<file path="src/rtl/timer_tick_master.sv">
// Bus initiator that programs a memory-mapped timer for a drift-free periodic tick.
// Each new compare is derived from the previous target, never from the time the ack lands.
module timer_tick_master #(
    parameter int width   = 64,
    parameter int CNT_W   = 16,
    parameter int MIN_PER = 4,
    parameter logic [width-1:0] TIMER_CNT_ADDR = width'(32'h1000_0000),
    parameter logic [width-1:0] TIMER_CRL_ADDR = width'(32'h1000_0008)
) (
    input  logic             clock,
    input  logic             reset_n,
    input  logic             enable,
    input  logic [width-1:0] period_in,
    input  logic             bus_grant,
    input  logic [width-1:0] cycle_in,
    input  logic             irq_in,
    output logic             bus_req,
    output logic [width-1:0] address,
    output logic [width-1:0] data,
    output logic             MemRead,
    output logic             MemWrite,
    output logic             tick,
    output logic [CNT_W-1:0] tick_count,
    output logic [CNT_W-1:0] missed_count,
    output logic             busy
);

    typedef enum logic [2:0] {
        IDLE     = 3'd0,
        RD_CNT   = 3'd1,
        WR_CMP   = 3'd2,
        WAIT_IRQ = 3'd3,
        WR_ACK   = 3'd4,
        DISARM   = 3'd5
    } state_t;

    state_t           state_q, state_d;
    logic [width-1:0] target_q, target_d;
    logic [width-1:0] period_q, period_d;
    logic [width-1:0] now_q;
    logic [CNT_W-1:0] tick_count_q, tick_count_d;
    logic [CNT_W-1:0] missed_q, missed_d;
    logic [width-1:0] period_clamped;
    logic             target_valid;

    function automatic logic [width-1:0] clamp_period(input logic [width-1:0] p);
        return (p < width'(MIN_PER)) ? width'(MIN_PER) : p;
    endfunction

    // Target must lie strictly ahead of the shadow count, within half the count range.
    function automatic logic is_ahead(input logic [width-1:0] tgt, input logic [width-1:0] now);
        logic [width-1:0] diff;
        diff = tgt - now;
        return (diff != '0) && !diff[width-1];
    endfunction

    function automatic logic [CNT_W-1:0] sat_inc(input logic [CNT_W-1:0] v);
        return (v == '1) ? v : v + CNT_W'(1);
    endfunction

    assign period_clamped = clamp_period(period_in);
    assign target_valid   = is_ahead(target_q, now_q);

    always_comb begin
        state_d      = state_q;
        target_d     = target_q;
        period_d     = period_q;
        tick_count_d = tick_count_q;
        missed_d     = missed_q;
        bus_req      = 1'b0;
        address      = '0;
        data         = '0;
        MemRead      = 1'b0;
        MemWrite     = 1'b0;
        tick         = 1'b0;
        case (state_q)
            IDLE: begin
                if (enable) state_d = RD_CNT;
            end
            RD_CNT: begin
                bus_req = 1'b1;
                if (bus_grant) begin
                    MemRead = 1'b1;
                    address = TIMER_CNT_ADDR;
                end
                if (!enable) begin
                    state_d = IDLE;
                end else if (bus_grant) begin
                    period_d = period_clamped;
                    target_d = cycle_in + period_clamped;
                    state_d  = WR_CMP;
                end
            end
            WR_CMP: begin
                bus_req = 1'b1;
                if (!enable) begin
                    state_d = DISARM;
                end else if (!target_valid) begin
                    // Target already passed: skip whole periods to stay on the original grid.
                    target_d = target_q + period_q;
                    missed_d = sat_inc(missed_q);
                end else if (bus_grant) begin
                    MemWrite = 1'b1;
                    address  = TIMER_CNT_ADDR;
                    data     = target_q;
                    state_d  = WAIT_IRQ;
                end
            end
            WAIT_IRQ: begin
                if (irq_in) begin
                    tick         = 1'b1;
                    tick_count_d = tick_count_q + CNT_W'(1);
                    state_d      = WR_ACK;
                end else if (!enable) begin
                    state_d = DISARM;
                end
            end
            WR_ACK: begin
                bus_req = 1'b1;
                if (bus_grant) begin
                    MemWrite = 1'b1;
                    address  = TIMER_CRL_ADDR;
                    if (enable) begin
                        period_d = period_clamped;
                        target_d = target_q + period_clamped;
                        state_d  = WR_CMP;
                    end else begin
                        state_d = IDLE;
                    end
                end
            end
            DISARM: begin
                bus_req = 1'b1;
                if (bus_grant) begin
                    MemWrite = 1'b1;
                    address  = TIMER_CRL_ADDR;
                    state_d  = IDLE;
                end
            end
            default: state_d = IDLE;
        endcase
    end

    always_ff @(posedge clock or negedge reset_n) begin
        if (!reset_n) begin
            state_q      <= IDLE;
            target_q     <= '0;
            period_q     <= '0;
            now_q        <= '0;
            tick_count_q <= '0;
            missed_q     <= '0;
        end else begin
            state_q      <= state_d;
            target_q     <= target_d;
            period_q     <= period_d;
            tick_count_q <= tick_count_d;
            missed_q     <= missed_d;
            // Shadow of the timer: the sampled count is one cycle old by the next edge.
            if (state_q == RD_CNT && bus_grant) now_q <= cycle_in + width'(1);
            else                                now_q <= now_q + width'(1);
        end
    end

    assign tick_count   = tick_count_q;
    assign missed_count = missed_q;
    assign busy         = (state_q != IDLE);

endmodule

</file>
<file path="config.mk">
export PLATFORM = sky130hd
export DESIGN_NAME = timer_tick_master
export DESIGN_NICKNAME = d
export VERILOG_FILES = /design/src/rtl/timer_tick_master.sv
export SDC_FILE = /design/constraint.sdc
export NUM_CORES = 1
export LEC_CHECK = 0
export ABC_CLOCK_PERIOD_IN_PS = 4700
export BUFFER_PORTS_ARGS = -buffer_cell sky130_fd_sc_hd__buf_2
export CAP_MARGIN = 20
export CORE_MARGIN = 5
export CORE_UTILIZATION = 36
export CTS_CLUSTER_SIZE = 10
export DETAILED_ROUTE_END_ITERATION = 10
export MAX_ROUTING_LAYER = met4
export PLACE_DENSITY = 0.59
export SETUP_SLACK_MARGIN = 0.02
export SLEW_MARGIN = 20
export SYNTH_ARGS = -nofsm -noshare
export SYNTH_HDL_FRONTEND = slang
export SYNTH_SLANG_ARGS = --single-unit
</file>
<file path="constraint.sdc">
create_clock -name clock -period 4.7 [get_ports clock]
set_input_delay 0.47 -clock clock [delete_from_list [all_inputs] [get_ports clock]]
set_output_delay 0.47 -clock clock [all_outputs]
set_load 0.05 [all_outputs]
</file>
==> results.md, run 1 <==
- CP required: 4.23 ns
- CTS clk-pin slew, worst paths: 0.06 ns
- Clock sink count: 227
- Initial Util: 36.3%
- Post-Synth Simple-Gate Area: 22.2%
- Synth top cells by count: a21oi_1 (318), nand2_1 (309), nor2_1 (278), dfrtp_1 (227), o21ai_0 (185)
- Mapped Avg Cell Area: 7.70 um^2
- Slowest stage delay, CP: 0.48 ns
- Number of global-route vias before repair: 27024
- Most common cell in the netlist: a21oi_1
- Max cap viols: 0
- Die Area: 79300 um^2
- DR WL/cell: 22.4 um
- Top cells by area, synth: dfrtp_1 (21%), ha_1 (7.7%), a21oi_1 (6.0%), mux2_2 (5.6%), xnor2_1 (5.4%)
- Clk_lat worst skew: 0.62 ns
- Final Instance Count excl. Fillers: 5168
- Htree depth: 1
- Mapped cell area: 26500 um^2
- Critical Path Fanout Max: 37
- Synthesized flop and latch total: 227
- Compound-gate portion of the synthesized area: 22.5%
- Largest net degree at the start of global routing: 97
- Post-synth top area share: 21.4%
- Main synth FF type: dfrtp_1
- Largest family of logic cells by synthesized area: compound AO/OA/AOI/OAI gates
- Total GRT Usage: 28.5%
- CP Capture Type: output pin
- Worst-margin pin slew: 1.03 ns
- Placed cell count: 5086
- Final setup viols: 66
- Critical path class: reg2out
- Multi-input logic area: 20100 um^2
- WHS Endpoint: now_q[0]
- Placer congestion estimate: 1.05
- Synth Area in Adders: 8.83%
- Core ar.: 73100 um^2
- Cell accounting for the most synthesized area: dfrtp_1
- PD cells: 902 nW/um^2
- Detail Placement HPWL: 95200 um
- RSZ-0062 raised after global routing: yes
- Critical Path Start Type: flip-flop
- Delay-heaviest family, CP: compound AO/OA/AOI/OAI gates
- Hold Fails Final Rpt: 0
- Post-synth ARST share: 100%
- Initial antenna violation count: 7
- Iter 0 DRT Violations: 2589
- Multiplexer share of the synthesized area: 8.54%
- Worst vdd rail ir drop: 0.343 mV
- Crit path top cell by count: buf_4
- # fillers: 7135
- I/O Buffers: 235
- IO Pins: 298
- Critical path cell sequence: ha_4 -> fa_2 -> nor2b_4 -> o311ai_4 -> a211o_1 -> a2111o_1 -> a21oi_4 -> or2_4 -> a2111oi_2 -> a211oi_1 -> buf_4 -> and4b_1 -> a31oi_1 -> buf_4 -> and3_4 -> buf_12 -> and2_1 -> buf_4 -> buf_12
- Hold Path Class: in2reg
- Synthesized instance count: 3448
- First drt pass iteration count: 5
- Status: finished with violations
- Area grow syn2layout: 34.3%
- Via/cell ratio: 5.64
- Buffers & Inverters on Critical Path: 5
- Crit-path slowest cell: a2111o_1
- Fmax: 189 MHz
- DR DRC count: 0
- Clk root buf: clkbuf_16
- Part of the Yosys area used for sequential elements: 21.4%
- Failing checks: negative setup slack
- FF-to-FF End: target_q[59]
- Final period util: 112%
- Slew HR: 31.4%
- Worst r2r src: state_q[0]
- Share of layout cells above drive strength 1: 32.0%
- Inserted Clock Buffers: 30
- Hold wc startpoint: cycle_in[0]
- Max-slew violation count: 0
- EDFF count, synth: 0
- Clock tree buffer depth: 3
- Post-route ant nets: 0
- Ys Warns: 0
- R2r worst-path depth: 20
- FP Rows: 99
- CTS tree: done
- Hold_ws: 0.211 ns
- Grt ovf: 0
- Die extent in y: 282 um
- Total Wirelength: 116000 um
- First-pass GRT wire length: 169000 um
- Nets: 4487
- Total negative slack: -32.12 ns
- Leakage power: 0.0160 uW
- Synth cell types: 104
- Min Tclk post-route: 5.28 ns
- Final worst setup slack: -0.580 ns
- WHS Path Cells: 2
- FF+latch area: 5680 um^2
- Vias: 29141
- Post-layout utilization of the core: 48.8%
- Max Clock Skew: 0.0310 ns
- FF-to-FF setup slack: 0.08 ns
- Die Wd: 282 um
- CP arrival: 4.81 ns
- Xor/xnor share of the synthesized area: 9.04%
- Setup WS pre-CTS: -0.975 ns
worst reg2reg max path, cell delays in order (launching register included):
cell,delay [ns]
dfrtp_1,0.39
inv_2,0.08
nand3_4,0.15
buf_4,0.19
buf_4,0.14
buf_12,0.14
mux2_2,0.31
ha_1,0.30
a21o_1,0.16
a21o_1,0.20
a21o_1,0.19
a21o_1,0.17
a221oi_1,0.42
nand3_2,0.23
a41oi_2,0.32
nand2_2,0.14
a21o_1,0.24
a211oi_2,0.25
xnor2_1,0.15
mux2i_1,0.09
mux2_2,0.27
how the worst max path moves through the flow:
stage	startpoint	slack, ns	to	cells past startpoint
global placement	period_in[45]	-0.80	target_q[59]	22
floorplan	bus_grant	0.06	now_q[56]	23
CTS	target_q[4]	-0.62	address[28]	19
global route	now_q[14]	-0.77	address[28]	21
finish	now_q[0]	-0.58	data[33]	19
detailed placement	period_in[56]	-0.97	target_q[59]	24
power by group:
part           leakage [uW]  internal [uW]  switching (uW)
clock              0.000472           1380             979
sequential          0.00277           2840             659
combinational        0.0128          11900           14400
total                0.0160          16100           16000
area by class of cell:
class                      count  share of cell area [%]
antenna                        6                  0.0421
clock buffer                  36                    2.31
clock inverter                10                   0.358
inverter                     144                    1.53
multi-input combinational   2848                    56.3
sequential                   227                    15.9
tap                          959                    3.37
timing repair buffer         938                    20.2
logic make-up (layout without fill, tap and decap cells):
| kind of cell | Yosys count | count (layout) |
|---|---|---|
| simple gates | 1175 | 1175 |
| compound gates | 941 | 941 |
| buf+inv | 434 | 1128 |
| xor+xnor | 274 | 274 |
| flops | 227 | 227 |
| mux | 205 | 205 |
| fa+ha+maj | 191 | 191 |
| other cells | 1 | 68 |
metal layers:
metal / share of wire (%) / global-route usage [%]
met2: 42 / 41.2
met5: 0 / -
met1: 46 / 41.2
met3: 8.5 / 4.07
met4: 3.4 / 8.50
cells in the final DEF, fill, tap and decap left out, drive strengths merged, types with 12 or more instances in the layout:
cell    instances
buf           936
a21oi         321
nand2         310
nor2          287
dfrtp         227
o21ai         198
mux2          172
xnor2         165
ha            163
inv           144
xor2          109
nand3         105
and2           90
nand4          79
a21o           69
nor3           68
conb           62
nor4           57
a31oi          49
o21bai         38
clkbuf         37
and3           35
mux2i          33
nand2b         33
o21a           30
o211ai         27
o31ai          26
maj3           26
a211oi         25
nor2b          20
or3            18
or2            18
a221oi         15
and4           12
repair_timing:
| item | 4_1_cts | 5_1_grt |
|---|---|---|
| endpoints found under the setup margin | 125 | 134 |
| hold buffers | 1 | 0 |
| pin swaps | 23 | 51 |
| resized for setup | 182 | 142 |
| setup buffers | 11 | 18 |
| endpoints found under the hold margin | 57 | 0 |
sequential cells by signal, summed over array words and instances, names as in the netlist:
name	cells
target_q	64
missed_count	16
now_q	64
state_q	3
period_q	64
tick_count	16
metrics by stage:
stage / total power, uW / instance area [um^2]
finish: 32100 / 35600
global route: 34200 / 35600
CTS: 30800 / 34900
floorplan: 17200 / 26800
detailed placement: 27700 / 33200
global placement: 27700 / 33200
(Power assumes the default switching activity.)
==> run 2: changes to the inputs <==
REMOVE_ABC_BUFFERS = 1   (was not set)
==> run 2 against run 1 <==
Against the previous run:
- the flow still finishes with violations (negative setup slack)
- design area rose by 0.22%
- count of clock-buffer cells in the layout rose by 15
- wire length fell by 4.7%
- sequential power fell by 2%
- flip-flop and latch count did not move
- hold slack improved by 0.030 ns
==> results.md, run 2 (synthesis results as in run 1) <==
- Status: finished with violations
- Failing checks: negative setup slack
- Delay-heaviest family, CP: simple AND/OR/NAND/NOR gates
- Most frequent cells in the layout: buf_4 (690), a21oi_1 (309), nand2_1 (307)
- Combinational share of power: 80.5% (-1.3 points)
- Slowest stage delay, CP: 0.53 ns (+0.05 ns)
- Hold_ws: 0.240 ns (+0.0300 ns)
- PD cells: 900 nW/um^2 (-0.19%)
- Clock tree buffer depth: 3 (unchanged)
- First-pass GRT wire length: 163000 um (-3.6%)
- Worst vdd rail ir drop: 0.398 mV (+16%)
- Total GRT Usage: 27.1% (-1.4 points)
- Internal power: 16500 uW (+2.7%)
- CTS clk-pin slew, worst paths: 0.06 ns (about the same)
- Commonest non-fill, non-tap cell in the layout: buf_4
- CP Capture Type: output pin
- Max-slew violation count: 0 (unchanged)
- Largest net degree at the start of global routing: 106 (+9.3%)
- Critical Path Start Type: flip-flop
- Number of global-route vias before repair: 27220 (+0.73%)
- Max Clock Skew: 0.0176 ns (-0.0135 ns)
- Critical path class: reg2out
- Die Wd: 282 um (unchanged)
- Share of layout cells above drive strength 1: 31.7% (-0.39 points)
- Htree depth: 2 (+1)
- Crit path top cell by count: buf_4
- Iter 0 DRT Violations: 2421 (-6.5%)
- Die extent in y: 282 um (unchanged)
- Seq pwr share: 10.7% (-0.2 points)
- Crit-path slowest cell: a2111o_1
- Clk root buf: clkbuf_16
- CTS tree: done
- Buffers & Inverters on Critical Path: 4 (-1)
- First drt pass iteration count: 5 (unchanged)
- Vias: 28735 (-1.4%)
- Fmax: 186 MHz (-1.6%)
- Area grow syn2layout: 34.6%
- Min Tclk post-route: 5.36 ns (+0.0844 ns)
- Post-route ant nets: 0 (unchanged)
- Critical Path Fanout Max: 43 (+16%)
- IO Pins: 298 (unchanged)
- CP required: 4.23 ns (about the same)
- Slew HR: 31.1% (-0.28 points)
- Core ar.: 73100 um^2 (unchanged)
- DR DRC count: 0 (unchanged)
- Grt ovf: 0 (unchanged)
- Largest regs: now_q (64), period_q (64), target_q (64)
- Final setup viols: 109 (+65%)
- Total Wirelength: 110000 um (-4.7%)
- Die Area: 79300 um^2 (unchanged)
- Hold Path Class: in2reg
- Detail Placement HPWL: 87800 um (-7.8%)
- Initial Util: 36.3% (unchanged)
- Net Switching: 15600 uW (-2.6%)
- Hold Fails Final Rpt: 0 (unchanged)
- Leakage power: 0.0163 uW (+1.8%)
- Switching fraction of total power: 48.6% (-1.3 points)
- Clk_lat worst skew: 0.57 ns (-0.05 ns)
- RSZ-0062 raised after global routing: yes
- Nets: 4484 (-0.067%)
- Inserted Clock Buffers: 34 (+13%)
- CP arrival: 4.89 ns (+0.08 ns)
- Clock share of power: 8.8% (+1.4 points)
- Final worst setup slack: -0.665 ns (-0.0844 ns)
- Placer congestion estimate: 1.02 (-2.9%)
- Max cap viols: 0 (unchanged)
- FP Rows: 99 (unchanged)
- Clock sink count: 227 (unchanged)
- Setup WS pre-CTS: -1.61 ns (-0.632 ns)
- Worst-margin pin slew: 1.03 ns (+0.00414 ns)
- Critical path cell sequence: inv_2 -> ha_4 -> fa_2 -> nor2b_4 -> o311ai_4 -> a211o_1 -> a2111o_1 -> nand2_2 -> a2bb2oi_2 -> xnor2_1 -> nand4_1 -> nor4_2 -> buf_4 -> a31oi_4 -> and3_4 -> buf_12 -> and2_4 -> buf_4
- I/O Buffers: 235 (unchanged)
- Final period util: 114% (+1.8 points)
- Via/cell ratio: 5.56 (-1.4%)
- DR WL/cell: 21.3 um (-4.7%)
- Initial antenna violation count: 1 (-6)
-- run 2: changes by cell type in the layout (fill, tap and decap cells not counted), moves of 11 or more --
cell     delta
mux2_1     -30
mux2_4     +32
buf_12     -13
a21oi_1    +14
ha_1       +11
o21ai_1    -14
a21oi_2    -15
-- run 2: metrics by stage --
step	instance area, um^2	utilization, %	power [uW]	TNS, ns	cells
4_1_cts	34900	47.8	30900	-36.55	5151
2_1_floorplan	25400	-	16900	-63.78	3219
6_report	35700	48.9	32200	-42.92	5170
3_5_place_dp	32900	45.0	27400	-78.19	5080
5_1_grt	35700	48.9	34400	-54.34	5170
3_3_place_gp	32900	45.0	27400	-72.20	5080
-- run 2: layout make-up --
cell class / instances / area, um^2
Clock buffer: 51 / 1080
Timing Repair Buffer: 931 / 7070
Tap cell: 959 / 1200
Multi-Input combinational cell: 2848 / 20000
Inverter: 144 / 546
Sequential cell: 227 / 5680
Fill cell: 7211 / 37400
Antenna cell: 1 / 2.50
Clock inverter: 9 / 123
-- run 2: layer usage --
metal	up-vias	wire length, um	global-route usage, %
li1	13790	-	-
met1	13697	48700	36.1
met2	1036	49300	41.6
met3	212	7420	4.38
met4	0	4820	10.1
met5	-	0	-
-- run 2: timing repair --
item | CTS | global route
pin swaps | 39 | 71
setup endpoints to repair | 130 | 148
gates cloned | 0 | 5
resized for setup | 202 | 128
hold buffers | 1 | 0
endpoints found under the hold margin | 79 | 0
buffers inserted | 10 | 15
-- run 2: path summary, 6_finish.rpt --
kind / cells past startpoint / from / slack (ns) / to
setup / recovery: 18 / target_q[0] / -0.66 / data[28]
setup reg to reg: 19 / target_q[0] / -0.11 / target_q[62]
hold reg to reg: 1 / tick_count[15] / 0.48 / tick_count[15]
min in group asynchronous: 2 / reset_n / 0.50 / period_q[21]
hold / removal: 2 / period_in[54] / 0.24 / period_q[54]
max in group asynchronous: 3 / reset_n / 2.99 / period_q[59]
-- run 2: power groups by stage --
| stage | Sequential, uW | Clock [uW] | Combinational (uW) |
|---|---|---|---|
| floorplan | 3410 | 0 | 13500 |
| global placement | 3420 | 0 | 23900 |
| detailed placement | 3440 | 0 | 24000 |
| CTS | 3420 | 2870 | 24600 |
| global route | 3540 | 2930 | 28000 |
| finish | 3440 | 2820 | 25900 |
